--- src/rtl/color_overlay_gen_if.sv ---
// Pixel write stream between the overlay generator and a frame-buffer sink.
//   o_addr  : 18-bit frame-buffer pixel address (generator -> sink)
//   o_data  : 16-bit RGB565 pixel              (generator -> sink)
//   o_valid : o_addr/o_data hold a beat         (generator -> sink)
//   i_ready : sink accepts the beat this cycle  (sink -> generator)
interface color_overlay_gen_if;
  logic [17:0] o_addr;
  logic [15:0] o_data;
  logic        o_valid;
  logic        i_ready;

  modport master (output o_addr, output o_data, output o_valid, input i_ready);
  modport slave  (input o_addr, input o_data, input o_valid, output i_ready);
endinterface

--- src/rtl/color_overlay_gen.sv ---
// Draws a 3x3 facelet color overlay (3*SQ x 3*SQ pixels) into a frame buffer
// as a stream of address/RGB565 beats, one beat per accepted transfer.
//   i_clk, i_rst        : clock, synchronous active-high reset
//   i_start             : one-cycle request; honoured only while idle
//   i_color0..i_color8  : facelet color codes, row-major, sampled at start
//   pix (master)        : o_addr/o_data/o_valid out, i_ready in
//   o_busy              : draw in progress
//   o_done              : one-cycle pulse after the final beat transfers
module color_overlay_gen #(
  parameter int unsigned H_RES = 320,
  parameter int unsigned X0    = 0,
  parameter int unsigned Y0    = 0,
  parameter int unsigned SQ    = 16
) (
  input  logic                       i_clk,
  input  logic                       i_rst,
  input  logic                       i_start,
  input  logic [2:0]                 i_color0,
  input  logic [2:0]                 i_color1,
  input  logic [2:0]                 i_color2,
  input  logic [2:0]                 i_color3,
  input  logic [2:0]                 i_color4,
  input  logic [2:0]                 i_color5,
  input  logic [2:0]                 i_color6,
  input  logic [2:0]                 i_color7,
  input  logic [2:0]                 i_color8,
  color_overlay_gen_if.master        pix,
  output logic                       o_busy,
  output logic                       o_done
);

  localparam int unsigned ADDR_W    = 18;
  localparam int unsigned DATA_W    = 16;
  localparam int unsigned SQ_W      = (SQ > 1) ? $clog2(SQ) : 1;
  localparam int unsigned BASE_ADDR = Y0 * H_RES + X0;
  // Jump from the last pixel of one overlay line to the first of the next.
  localparam int unsigned LINE_STEP = H_RES - 3 * SQ + 1;
  localparam logic [SQ_W-1:0] SQ_LAST = SQ_W'(SQ - 1);

  typedef enum logic [1:0] {IDLE, DRAW, DONE} state_t;

  function automatic logic [DATA_W-1:0] rgb565(input logic [2:0] c);
    case (c)
      3'd0:    return 16'hF800;
      3'd1:    return 16'hFC00;
      3'd2:    return 16'hFFE0;
      3'd3:    return 16'h07E0;
      3'd4:    return 16'h001F;
      3'd5:    return 16'hFFFF;
      default: return 16'h0000;
    endcase
  endfunction

  state_t            r_state, w_state_nxt;
  logic [SQ_W-1:0]   r_sx, r_sy, w_sx_nxt, w_sy_nxt, w_sx_inc, w_sy_inc;
  logic [1:0]        r_cx, r_cy, w_cx_nxt, w_cy_nxt, w_cx_inc, w_cy_inc;
  logic [8:0][2:0]   r_snap, w_snap_nxt, w_colors;
  logic [ADDR_W-1:0] r_addr, w_addr_nxt, w_addr_inc;
  logic [DATA_W-1:0] r_data, w_data_nxt;
  logic              r_valid, r_busy, r_done;
  logic              w_valid_nxt, w_busy_nxt, w_done_nxt;
  logic              w_xfer, w_x_end, w_y_end, w_last;
  logic [3:0]        w_cell_inc;

  assign w_colors = {i_color8, i_color7, i_color6, i_color5, i_color4,
                     i_color3, i_color2, i_color1, i_color0};

  assign w_xfer  = r_valid & pix.i_ready;
  assign w_x_end = (r_sx == SQ_LAST) && (r_cx == 2'd2);
  assign w_y_end = (r_sy == SQ_LAST) && (r_cy == 2'd2);
  assign w_last  = w_x_end & w_y_end;

  // Position of the beat following the one currently presented.
  always_comb begin
    w_sx_inc   = r_sx + SQ_W'(1);
    w_cx_inc   = r_cx;
    w_sy_inc   = r_sy;
    w_cy_inc   = r_cy;
    w_addr_inc = r_addr + ADDR_W'(1);
    if (r_sx == SQ_LAST) begin
      w_sx_inc = '0;
      w_cx_inc = (r_cx == 2'd2) ? 2'd0 : r_cx + 2'd1;
    end
    if (w_x_end) begin
      w_addr_inc = r_addr + ADDR_W'(LINE_STEP);
      w_sy_inc   = r_sy + SQ_W'(1);
      if (r_sy == SQ_LAST) begin
        w_sy_inc = '0;
        w_cy_inc = (r_cy == 2'd2) ? 2'd0 : r_cy + 2'd1;
      end
    end
  end

  assign w_cell_inc = 4'(w_cy_inc) * 4'd3 + 4'(w_cx_inc);

  // State register.
  always_ff @(posedge i_clk) begin
    if (i_rst) r_state <= IDLE;
    else       r_state <= w_state_nxt;
  end

  // Next-state logic.
  always_comb begin
    w_state_nxt = r_state;
    case (r_state)
      IDLE:    if (i_start) w_state_nxt = DRAW;
      DRAW:    if (w_xfer && w_last) w_state_nxt = DONE;
      DONE:    w_state_nxt = IDLE;
      default: w_state_nxt = IDLE;
    endcase
  end

  // Output / datapath next values; flags follow the upcoming state so they
  // leave the flops aligned with it.
  always_comb begin
    w_sx_nxt    = r_sx;
    w_cx_nxt    = r_cx;
    w_sy_nxt    = r_sy;
    w_cy_nxt    = r_cy;
    w_snap_nxt  = r_snap;
    w_addr_nxt  = r_addr;
    w_data_nxt  = r_data;
    w_valid_nxt = (w_state_nxt == DRAW);
    w_busy_nxt  = (w_state_nxt == DRAW);
    w_done_nxt  = (w_state_nxt == DONE);
    case (r_state)
      IDLE: begin
        if (i_start) begin
          // Snapshot is loaded this cycle, so beat 0 colors straight from the input.
          w_snap_nxt = w_colors;
          w_sx_nxt   = '0;
          w_cx_nxt   = '0;
          w_sy_nxt   = '0;
          w_cy_nxt   = '0;
          w_addr_nxt = ADDR_W'(BASE_ADDR);
          w_data_nxt = rgb565(i_color0);
        end
      end
      DRAW: begin
        if (w_xfer) begin
          w_sx_nxt   = w_sx_inc;
          w_cx_nxt   = w_cx_inc;
          w_sy_nxt   = w_sy_inc;
          w_cy_nxt   = w_cy_inc;
          w_addr_nxt = w_addr_inc;
          w_data_nxt = rgb565(r_snap[w_cell_inc]);
        end
      end
      default: ;
    endcase
  end

  // Datapath and output registers.
  always_ff @(posedge i_clk) begin
    if (i_rst) begin
      r_sx    <= '0;
      r_cx    <= '0;
      r_sy    <= '0;
      r_cy    <= '0;
      r_snap  <= '0;
      r_addr  <= '0;
      r_data  <= '0;
      r_valid <= 1'b0;
      r_busy  <= 1'b0;
      r_done  <= 1'b0;
    end else begin
      r_sx    <= w_sx_nxt;
      r_cx    <= w_cx_nxt;
      r_sy    <= w_sy_nxt;
      r_cy    <= w_cy_nxt;
      r_snap  <= w_snap_nxt;
      r_addr  <= w_addr_nxt;
      r_data  <= w_data_nxt;
      r_valid <= w_valid_nxt;
      r_busy  <= w_busy_nxt;
      r_done  <= w_done_nxt;
    end
  end

  assign pix.o_addr  = r_addr;
  assign pix.o_data  = r_data;
  assign pix.o_valid = r_valid;
  assign o_busy      = r_busy;
  assign o_done      = r_done;

endmodule

--- src/flat_wrapper.sv ---
// flat-port wrapper written by rule: the top's interface ports become plain ports
module color_overlay_gen_flat 
#(
  parameter int unsigned H_RES = 320,
  parameter int unsigned X0    = 0,
  parameter int unsigned Y0    = 0,
  parameter int unsigned SQ    = 16
)
  (i_clk, i_rst, i_start, i_color0, i_color1, i_color2, i_color3, i_color4, i_color5, i_color6, i_color7, i_color8, o_busy, o_done, pix_o_addr, pix_o_data, pix_o_valid, pix_i_ready);
  color_overlay_gen_if pix_i ();
  input  logic i_clk;
  input  logic i_rst;
  input  logic i_start;
  input  logic [2:0] i_color0;
  input  logic [2:0] i_color1;
  input  logic [2:0] i_color2;
  input  logic [2:0] i_color3;
  input  logic [2:0] i_color4;
  input  logic [2:0] i_color5;
  input  logic [2:0] i_color6;
  input  logic [2:0] i_color7;
  input  logic [2:0] i_color8;
  output logic o_busy;
  output logic o_done;
  output wire logic [$bits(pix_i.o_addr)-1:0] pix_o_addr;
  output wire logic [$bits(pix_i.o_data)-1:0] pix_o_data;
  output wire logic [$bits(pix_i.o_valid)-1:0] pix_o_valid;
  input wire logic [$bits(pix_i.i_ready)-1:0] pix_i_ready;
  assign pix_o_addr = pix_i.o_addr;
  assign pix_o_data = pix_i.o_data;
  assign pix_o_valid = pix_i.o_valid;
  assign pix_i.i_ready = pix_i_ready;
  color_overlay_gen #(.H_RES(H_RES), .X0(X0), .Y0(Y0), .SQ(SQ)) u_core (.i_clk(i_clk), .i_rst(i_rst), .i_start(i_start), .i_color0(i_color0), .i_color1(i_color1), .i_color2(i_color2), .i_color3(i_color3), .i_color4(i_color4), .i_color5(i_color5), .i_color6(i_color6), .i_color7(i_color7), .i_color8(i_color8), .pix(pix_i), .o_busy(o_busy), .o_done(o_done));
endmodule
--- config.mk ---
export PLATFORM = sky130hd
export DESIGN_NAME = color_overlay_gen_flat
export DESIGN_NICKNAME = d
export VERILOG_FILES = /design/src/rtl/color_overlay_gen_if.sv /design/src/rtl/color_overlay_gen.sv /design/src/flat_wrapper.sv
export SDC_FILE = /design/constraint.sdc
export NUM_CORES = 1
export LEC_CHECK = 0
export CAP_MARGIN = 20
export CORE_MARGIN = 2
export CORE_UTILIZATION = 48
export DETAILED_ROUTE_END_ITERATION = 10
export GPL_ROUTABILITY_DRIVEN = 0
export PLACE_DENSITY = 0.82
export SYNTH_ARGS = -nofsm -noshare
export SYNTH_HDL_FRONTEND = slang
export SYNTH_SLANG_ARGS = --single-unit
--- constraint.sdc ---
create_clock -name i_clk -period 5.75 [get_ports i_clk]
set_clock_uncertainty 0.05 [all_clocks]
set_input_delay 1.4375 -clock i_clk [delete_from_list [all_inputs] [get_ports i_clk]]
set_output_delay 1.4375 -clock i_clk [all_outputs]
set_load 0.005 [all_outputs]
==> results of run 1 <==
## cells by family (layout without fill, tap and decap cells)
kind of cell | after synthesis | after routing | synth area share (%)
AND/OR/NAND/NOR | 148 | 148 | 23.5
AO/OA/AOI/OAI | 89 | 89 | 17.5
flip-flops | 65 | 65 | 41.2
buffers and inverters | 38 | 86 | 6.25
XOR/XNOR | 12 | 12 | 3.33
multiplexers | 12 | 12 | 4.20
adder cells (fa/ha/maj) | 9 | 9 | 4.04
## cells in the mapped netlist, drive strengths merged (2+ instances only)
cell | count | area share [%]
o211ai | 2 | 0.47
o2111ai | 2 | 0.75
nand4 | 3 | 0.59
nand3b | 4 | 0.95
nor4 | 2 | 0.40
or3 | 5 | 0.99
nor3 | 6 | 0.95
nor2b | 4 | 0.79
xnor2 | 8 | 2.2
nand4b | 3 | 0.83
dfxtp | 65 | 41
or4 | 2 | 0.47
a22oi | 11 | 2.6
nand2b | 5 | 0.99
ha | 7 | 2.8
a32oi | 4 | 1.1
o21ai | 11 | 1.7
and3 | 4 | 0.79
a21o | 3 | 0.71
and4 | 2 | 0.55
a311oi | 4 | 1.1
nor2 | 24 | 2.9
o31ai | 2 | 0.47
clkbuf | 17 | 2.0
xor2 | 4 | 1.1
mux2i | 11 | 3.5
nand3 | 6 | 0.95
a21oi | 44 | 7.0
and2 | 3 | 0.59
nand2 | 62 | 7.4
fa | 2 | 1.3
inv | 5 | 0.59
nor3b | 7 | 1.8
buf | 16 | 3.6
## registers in the layout, summed over array words and instances, names as in the netlist
signal	count
u_core.o_done	1
u_core.r_snap	27
u_core.r_state	2
u_core.pix.o_data	4
u_core.pix.o_valid	1
u_core.r_cy	2
u_core.r_sy	4
u_core.r_sx	4
u_core.pix.o_addr	18
u_core.r_cx	2
## power by group through the flow
stage	registers (mW)	logic, mW	clock network (mW)
2_1_floorplan	0.484	0.0637	0
3_3_place_gp	0.486	0.108	0
3_5_place_dp	0.487	0.110	0
4_1_cts	0.477	0.110	0.333
5_1_grt	0.479	0.120	0.350
6_report	0.477	0.110	0.329
## worst max-delay path: stages, from the launching register on
cell and delay (ps):
dfxtp_1 390, ha_1 210, and3_1 200, nand4b_1 310
nor3_1 310, a21o_1 140, inv_1 60, fa_1 460
inv_1 70, ha_1 130, inv_1 40, fa_1 560
nor2b_1 240, nor3b_1 370, a32oi_1 190, nand2b_1 210
a311oi_1 260
## worst max-delay path by stage
| stage | start | to | slack [ps] | depth (start not counted) |
|---|---|---|---|---|
| 2_1_floorplan | u_core.r_sx[0]$_SDFFE_PP0P_ | u_core.pix.o_data[10]$_SDFFE_PP0P_ | 2000 | 16 |
| 3_3_place_gp | u_core.r_sx[0]$_SDFFE_PP0P_ | u_core.pix.o_data[10]$_SDFFE_PP0P_ | 1780 | 16 |
| 3_5_place_dp | u_core.r_sx[0]$_SDFFE_PP0P_ | u_core.pix.o_data[9]$_SDFFE_PP0P_ | 1520 | 16 |
| 4_1_cts | u_core.r_sx[0]$_SDFFE_PP0P_ | u_core.pix.o_data[9]$_SDFFE_PP0P_ | 1490 | 16 |
| 5_1_grt | u_core.r_sx[0]$_SDFFE_PP0P_ | u_core.pix.o_data[9]$_SDFFE_PP0P_ | 1060 | 16 |
| 6_report | u_core.r_sx[0]$_SDFFE_PP0P_ | u_core.pix.o_data[9]$_SDFFE_PP0P_ | 1450 | 16 |
## layer usage
layer  wire, µm  vias up  global-route usage [%]  part of all wire [%]
met4        191        0                    11.7                   2.6
met3        471       20                    3.60                   6.4
met2       3650       95                    35.5                    50
li1           -     1401                       -                     -
met5          0        -                       0                     0
met1       3010     1309                    24.1                    41
## metrics by stage
stage	power, mW	area [µm²]	setup WS, ps	util [%]
after floorplan	0.548	3160	2000	-
after global routing	0.949	3930	1060	61.8
after CTS	0.921	3930	1490	61.8
after detailed placement	0.597	3770	1520	59.4
after global placement	0.594	3770	1780	59.4
final	0.916	3930	1450	61.8
## cell type report
cell class | count | area, µm² | share of cell area (%)
inverter | 5 | 18.8 | 0.478
clock buffer | 11 | 151 | 3.86
timing repair buffer | 69 | 686 | 17.5
multi-input combinational | 270 | 1670 | 42.5
tap | 77 | 96.3 | 2.45
sequential | 65 | 1300 | 33.1
clock inverter | 1 | 5.00 | 0.127
==> summary.md, run 1 <==
| Metric | Value |
|---|---|
| # setup viols final | 0 |
| Synth warnings | 0 |
| CP endpoint kind | flip-flop |
| Status | complete, no violations |
| I/O Pins | slightly below 70 |
| First-pass DRT Iterations | 4 |
| Vias in the first global route | between 2000 and 3000 |
| Worst-Margin Slew | between 900 and 1000 ps |
| CTS Hold Buffers Added | 0 |
| Pin count of the biggest net entering global routing | slightly above 50 |
| Hold slack | 404 ps |
| WHS Endpoint | u_core.r_snap[22]$_SDFFE_PP0P_ |
| Antenna viol nets, final | 0 |
| Root buf cell | clkbuf_8 |
| Seq/Total Area, Yosys | slightly above 40% |
| CP Max Fanout | 9 |
| Vias/cell | about 5.7 |
| Max VDD drop | 0.160 mV |
| CTS resizes | 0 |
| Post-Synthesis Cell Area | roughly 3200 µm² |
| IO Port Bufs | 67 |
| Antenna Cells | 0 |
| Final slew viol count | 0 |
| Syn avg cell area | around 8.5 µm² |
| R2R Setup Slk | 1450 ps |
| Max frequency | between 0.2 and 0.25 GHz |
| CTS Buffer Depth | 2 |
| HP Class | reg -> reg |
| RR Startpoint | u_core.r_sx[0]$_SDFFE_PP0P_ |
| CTS tree | done |
| Sw Pwr | approximately 0.22 mW |
| Flops & latches, synth | 65 |
| Syn Inst Count | roughly 370 |
| Layout cells sized above 1 | about 4.5% |
| Clock Power Share | a little over a third |
| P_int | a little under 0.7 mW |
| Worst path required time | roughly 6000 ps |
| Dpl cells | 486 |
| Die width | 85.1 µm |
| Final hold vios | 0 |
| Period utilization | roughly 75% |
| Initial antenna violation count | 0 |
| Comb pwr share | about an eighth |
| Post-synth EDFFs | 0 |
| Worst Reg2Reg Path Length in Cells | 16 |
| Clock insertion delay at the later pin of the skew report | between 300 and 400 ps |
| # nets final | between 400 and 500 |
| Total Neg Setup Slack | 0 ps |
| Reg2reg end | u_core.pix.o_data[9]$_SDFFE_PP0P_ |
| Non-Filler Instances | roughly 500 |
| First-pass GRT wire length | approximately 12000 µm |
| Sink Count | 65 |
| Synth unique cells | 50 |
| # DRC | 0 |
| Pwr per Cell Area | about 230 nW/µm² |
| Initial Util | between 40% and 50% |
| Mapped Nets | 413 |
| Layout area overhead | 24.2% |
| Routed len/inst | roughly 15 µm |
| Commonest cells after routing, fill and taps aside | clkdlybuf4s50_1 (67), dfxtp_1 (65), nand2_1 (62) |
| Async SR Flop Fraction | 0% |
| # fillers | slightly below 600 |
| GR Util All Layers | between 20% and 30% |
| Switching part of the total power | 24.5% |
| Most common cell after layout, fill and taps aside | clkdlybuf4s50_1 |
| Ys flop type | dfxtp_1 |
| Post-CTS Setup Bufs | 0 |
| Routed WL | ~7300 µm |
| Hold Path Stages | 2 |
| Leak | 1.38 nW |
| Max-cap violations | 0 |
| H-tree depth | 3 |
| Rows | 29 |
| TritonCTS Buffers | 9 |
| Die Y | between 80 and 90 µm |
| Hold path start | u_core.r_snap[22]$_SDFFE_PP0P_ |
| DP HPWL | about 5200 µm |
| CP Launch Type | flip-flop |
| Tmin final | ~4300 ps |
| Critical Path AT | 4500 ps |
| Iteration-0 DRC Markers | between 200 and 250 |
| Die area | between 7000 and 8000 µm² |
| RSZ-0062 raised after global routing | no |
| Max_slew headroom | between 30% and 40% |
| Core area | between 6000 and 7000 µm² |
| Reg power frac | a little over half |
| Crit path kind | reg -> reg |
| Grt total ovfl | 0 |
| Routed vias | between 2000 and 3000 |
| Clock-pin slew on the worst setup and hold paths | around 70 ps |
(Power assumes the default switching activity.)
==> inputs of run 2 (changes only) <==
--- a/config.mk
+++ b/config.mk
@@ -7,7 +7,7 @@
 export LEC_CHECK = 0
 export CAP_MARGIN = 20
 export CORE_MARGIN = 2
-export CORE_UTILIZATION = 48
+export CORE_UTILIZATION = 46
 export DETAILED_ROUTE_END_ITERATION = 10
 export GPL_ROUTABILITY_DRIVEN = 0
 export PLACE_DENSITY = 0.82
==> constraint.sdc (replaced) <==
create_clock -name i_clk -period 3.7 [get_ports i_clk]
set_clock_uncertainty 0.05 [all_clocks]
set_input_delay 0.925 -clock i_clk [delete_from_list [all_inputs] [get_ports i_clk]]
set_output_delay 0.925 -clock i_clk [all_outputs]
set_load 0.005 [all_outputs]
==> run 2 against run 1 <==
Net effect:
- the run now ends with setup timing left
- clock-buffer cell count stayed put
- via count is 4.0% higher
- sequential cell count stayed put
- sequential power is 55% higher
- non-clock buffer count is 25 higher
- die area is 4.1% higher
- global-route usage is 0.78 points higher
- wire length is 4.3% higher
- worst hold slack hardly changed
- highest routed layer unchanged
==> summary.md, run 2 (same netlist as run 1, synthesis figures left out) <==
| Metric | Value |
|---|---|
| Status | finished, violations left |
| Failing checks | setup timing |
| # setup viols final | 4 |
| Worst path required time | roughly 3900 ps |
| DP HPWL | 5250 µm |
| Post-placement setup slack | -207 ps |
| Iteration-0 DRC Markers | between 200 and 250 |
| Routed WL | 7640 µm |
| Die Y | 86.9 µm |
| Post-route cell area | 4280 µm² |
| DRT met1 WL | around 3200 µm |
| Antenna viol nets, final | 0 |
| Die area | approximately 7500 µm² |
| RR Startpoint | u_core.r_sy[1]$_SDFFE_PP0P_ |
| I/O Pins | slightly below 70 |
| Tmin final | 3800 ps |
| Max_slew headroom | around 56% |
| Max VDD drop | roughly 0.33 mV |
| Commonest cells after routing, fill and taps aside | clkdlybuf4s50_1 (67), nand2_1 (62), dfxtp_1 (61) |
| Routed len/inst | about 14 µm |
| RSZ-0062 raised after global routing | yes |
| Largest Register | u_core.r_snap |
| Worst Reg2Reg Path Length in Cells | 16 |
| Overall power | ~1.5 mW |
| H-tree depth | 3 |
| Worst-Margin Slew | 659 ps |
| CP Max Fanout | 5 |
| Max-cap violations | 0 |
| Final slew viol count | 0 |
| HP Class | reg -> reg |
| Final hold vios | 0 |
| Pwr per Cell Area | 353 nW/µm² |
| IO Port Bufs | 67 |
| Setup ws final | -95.6 ps |
| Root buf cell | clkbuf_8 |
| Pin count of the biggest net entering global routing | 50 |
| Period utilization | 103% |
| # fillers | ~540 |
| Max frequency | ~0.26 GHz |
| Crit path kind | reg -> reg |
| Grt total ovfl | 0 |
| Sink Count | 65 |
| Layout area overhead | 35.4% |
| Layout cells sized above 1 | between 10% and 20% |
| Vias/cell | between 5 and 6 |
| CP Launch Point | u_core.r_sy[1]$_SDFFE_PP0P_ |
| Routed wl met3 | 404 µm |
| Initial Util | a little under half |
| Routed vias | 2937 |
| Clock insertion delay at the later pin of the skew report | 350 ps |
| First-pass DRT Iterations | 4 |
| Die width | approximately 87 µm |
| Max FFs per register | 27 |
| Vias in the first global route | 2819 |
| Uppermost layer routed | met4 |
| CP Launch Type | flip-flop |
| Leak | roughly 1.5 nW |
| GR Util All Layers | a little over a fifth |
| Core area | approximately 6700 µm² |
| CTS tree | done |
| # nets final | approximately 490 |
| CTS Buffer Depth | 2 |
| Antenna Cells | 0 |
| Clock-pin slew on the worst setup and hold paths | ~70 ps |
| First-pass GRT wire length | 12900 µm |
| Initial antenna violation count | 0 |
| Rows | 30 |
| CP endpoint kind | flip-flop |
| Critical Path AT | approximately 4000 ps |
| TritonCTS Buffers | 9 |
| Register area | 1310 µm² |
| Placed Area | between 3000 and 4000 µm² |
| Multi-input gate area | 1790 µm² |
| Layout Utilization | roughly 64% |
| Most common cell after layout, fill and taps aside | clkdlybuf4s50_1 |
| Hold path start | u_core.r_snap[2]$_SDFFE_PP0P_ |
| Met2 wire len | between 3000 and 4000 µm |
| # DRC | 0 |
| Hold Path Stages | 2 |
## run 2: cell types whose count changed in the layout (fill, tap and decap cells not counted), moves of 3 or more
cell | before | now
dfxtp_1 | 65 | 61
a22oi_2 | 0 | 3
buf_4 | 2 | 27
a22oi_1 | 11 | 8
ha_1 | 7 | 4
dfxtp_2 | 0 | 4
## run 2: power by group
part           switching (mW)  total [mW]  internal (mW)
Clock                   0.276       0.587          0.310
Combinational          0.0865       0.181         0.0949
Sequential             0.0176       0.741          0.724
Total                   0.381        1.51           1.13
## run 2: cell type report
class,instances,share of cell area [%]
repair buffers,94,20.4
flip-flops and latches,65,30.5
clock buffers,11,3.07
clock inverters,5,1.32
well taps,80,2.34
multi-input cells,270,41.9
inverters,5,0.439
## run 2: metrics by stage
stage               cells  TNS (ps)  hold WS (ps)
finish                530      -285           404
global route          530     -1140           425
CTS                   527     -23.9           406
detailed placement    502      -718           396
global placement      502     -45.0           391
floorplan             373         0           383
## run 2: timing repair
item / 4_1_cts / 5_1_grt
pin swaps: 12 / 6
setup endpoints to repair: 4 / 4
setup buffers: 9 / 3
hold buffers: 0 / 0
gates resized for setup: 29 / 1
## run 2: path summary, 6_finish.rpt
kind,end,slack (ps)
max reg2reg,u_core.pix.o_data[4]$_SDFFE_PP0P_,-100
min,u_core.r_snap[2]$_SDFFE_PP0P_,400
min reg2reg,u_core.r_snap[2]$_SDFFE_PP0P_,400
max,u_core.pix.o_data[4]$_SDFFE_PP0P_,-100
## run 2: critical path: stages (launching register included)
cell and delay, ps:
dfxtp_2 350, ha_4 140, and3_4 180, nand4b_1 240, buf_4 230, a21o_1 170
inv_2 60, fa_1 400, inv_1 70, ha_2 160, inv_2 30, fa_2 580
nor2b_4 210, nor3b_4 270, a32oi_2 120, nand3b_1 190, a311oi_1 270
## run 2: layer usage
| layer | vias up | track usage, % |
|---|---|---|
| li1 | 1467 | - |
| met1 | 1355 | 25.1 |
| met2 | 95 | 37.5 |
| met3 | 20 | 5.88 |
| met4 | 0 | 7.24 |
| met5 | - | 0 |
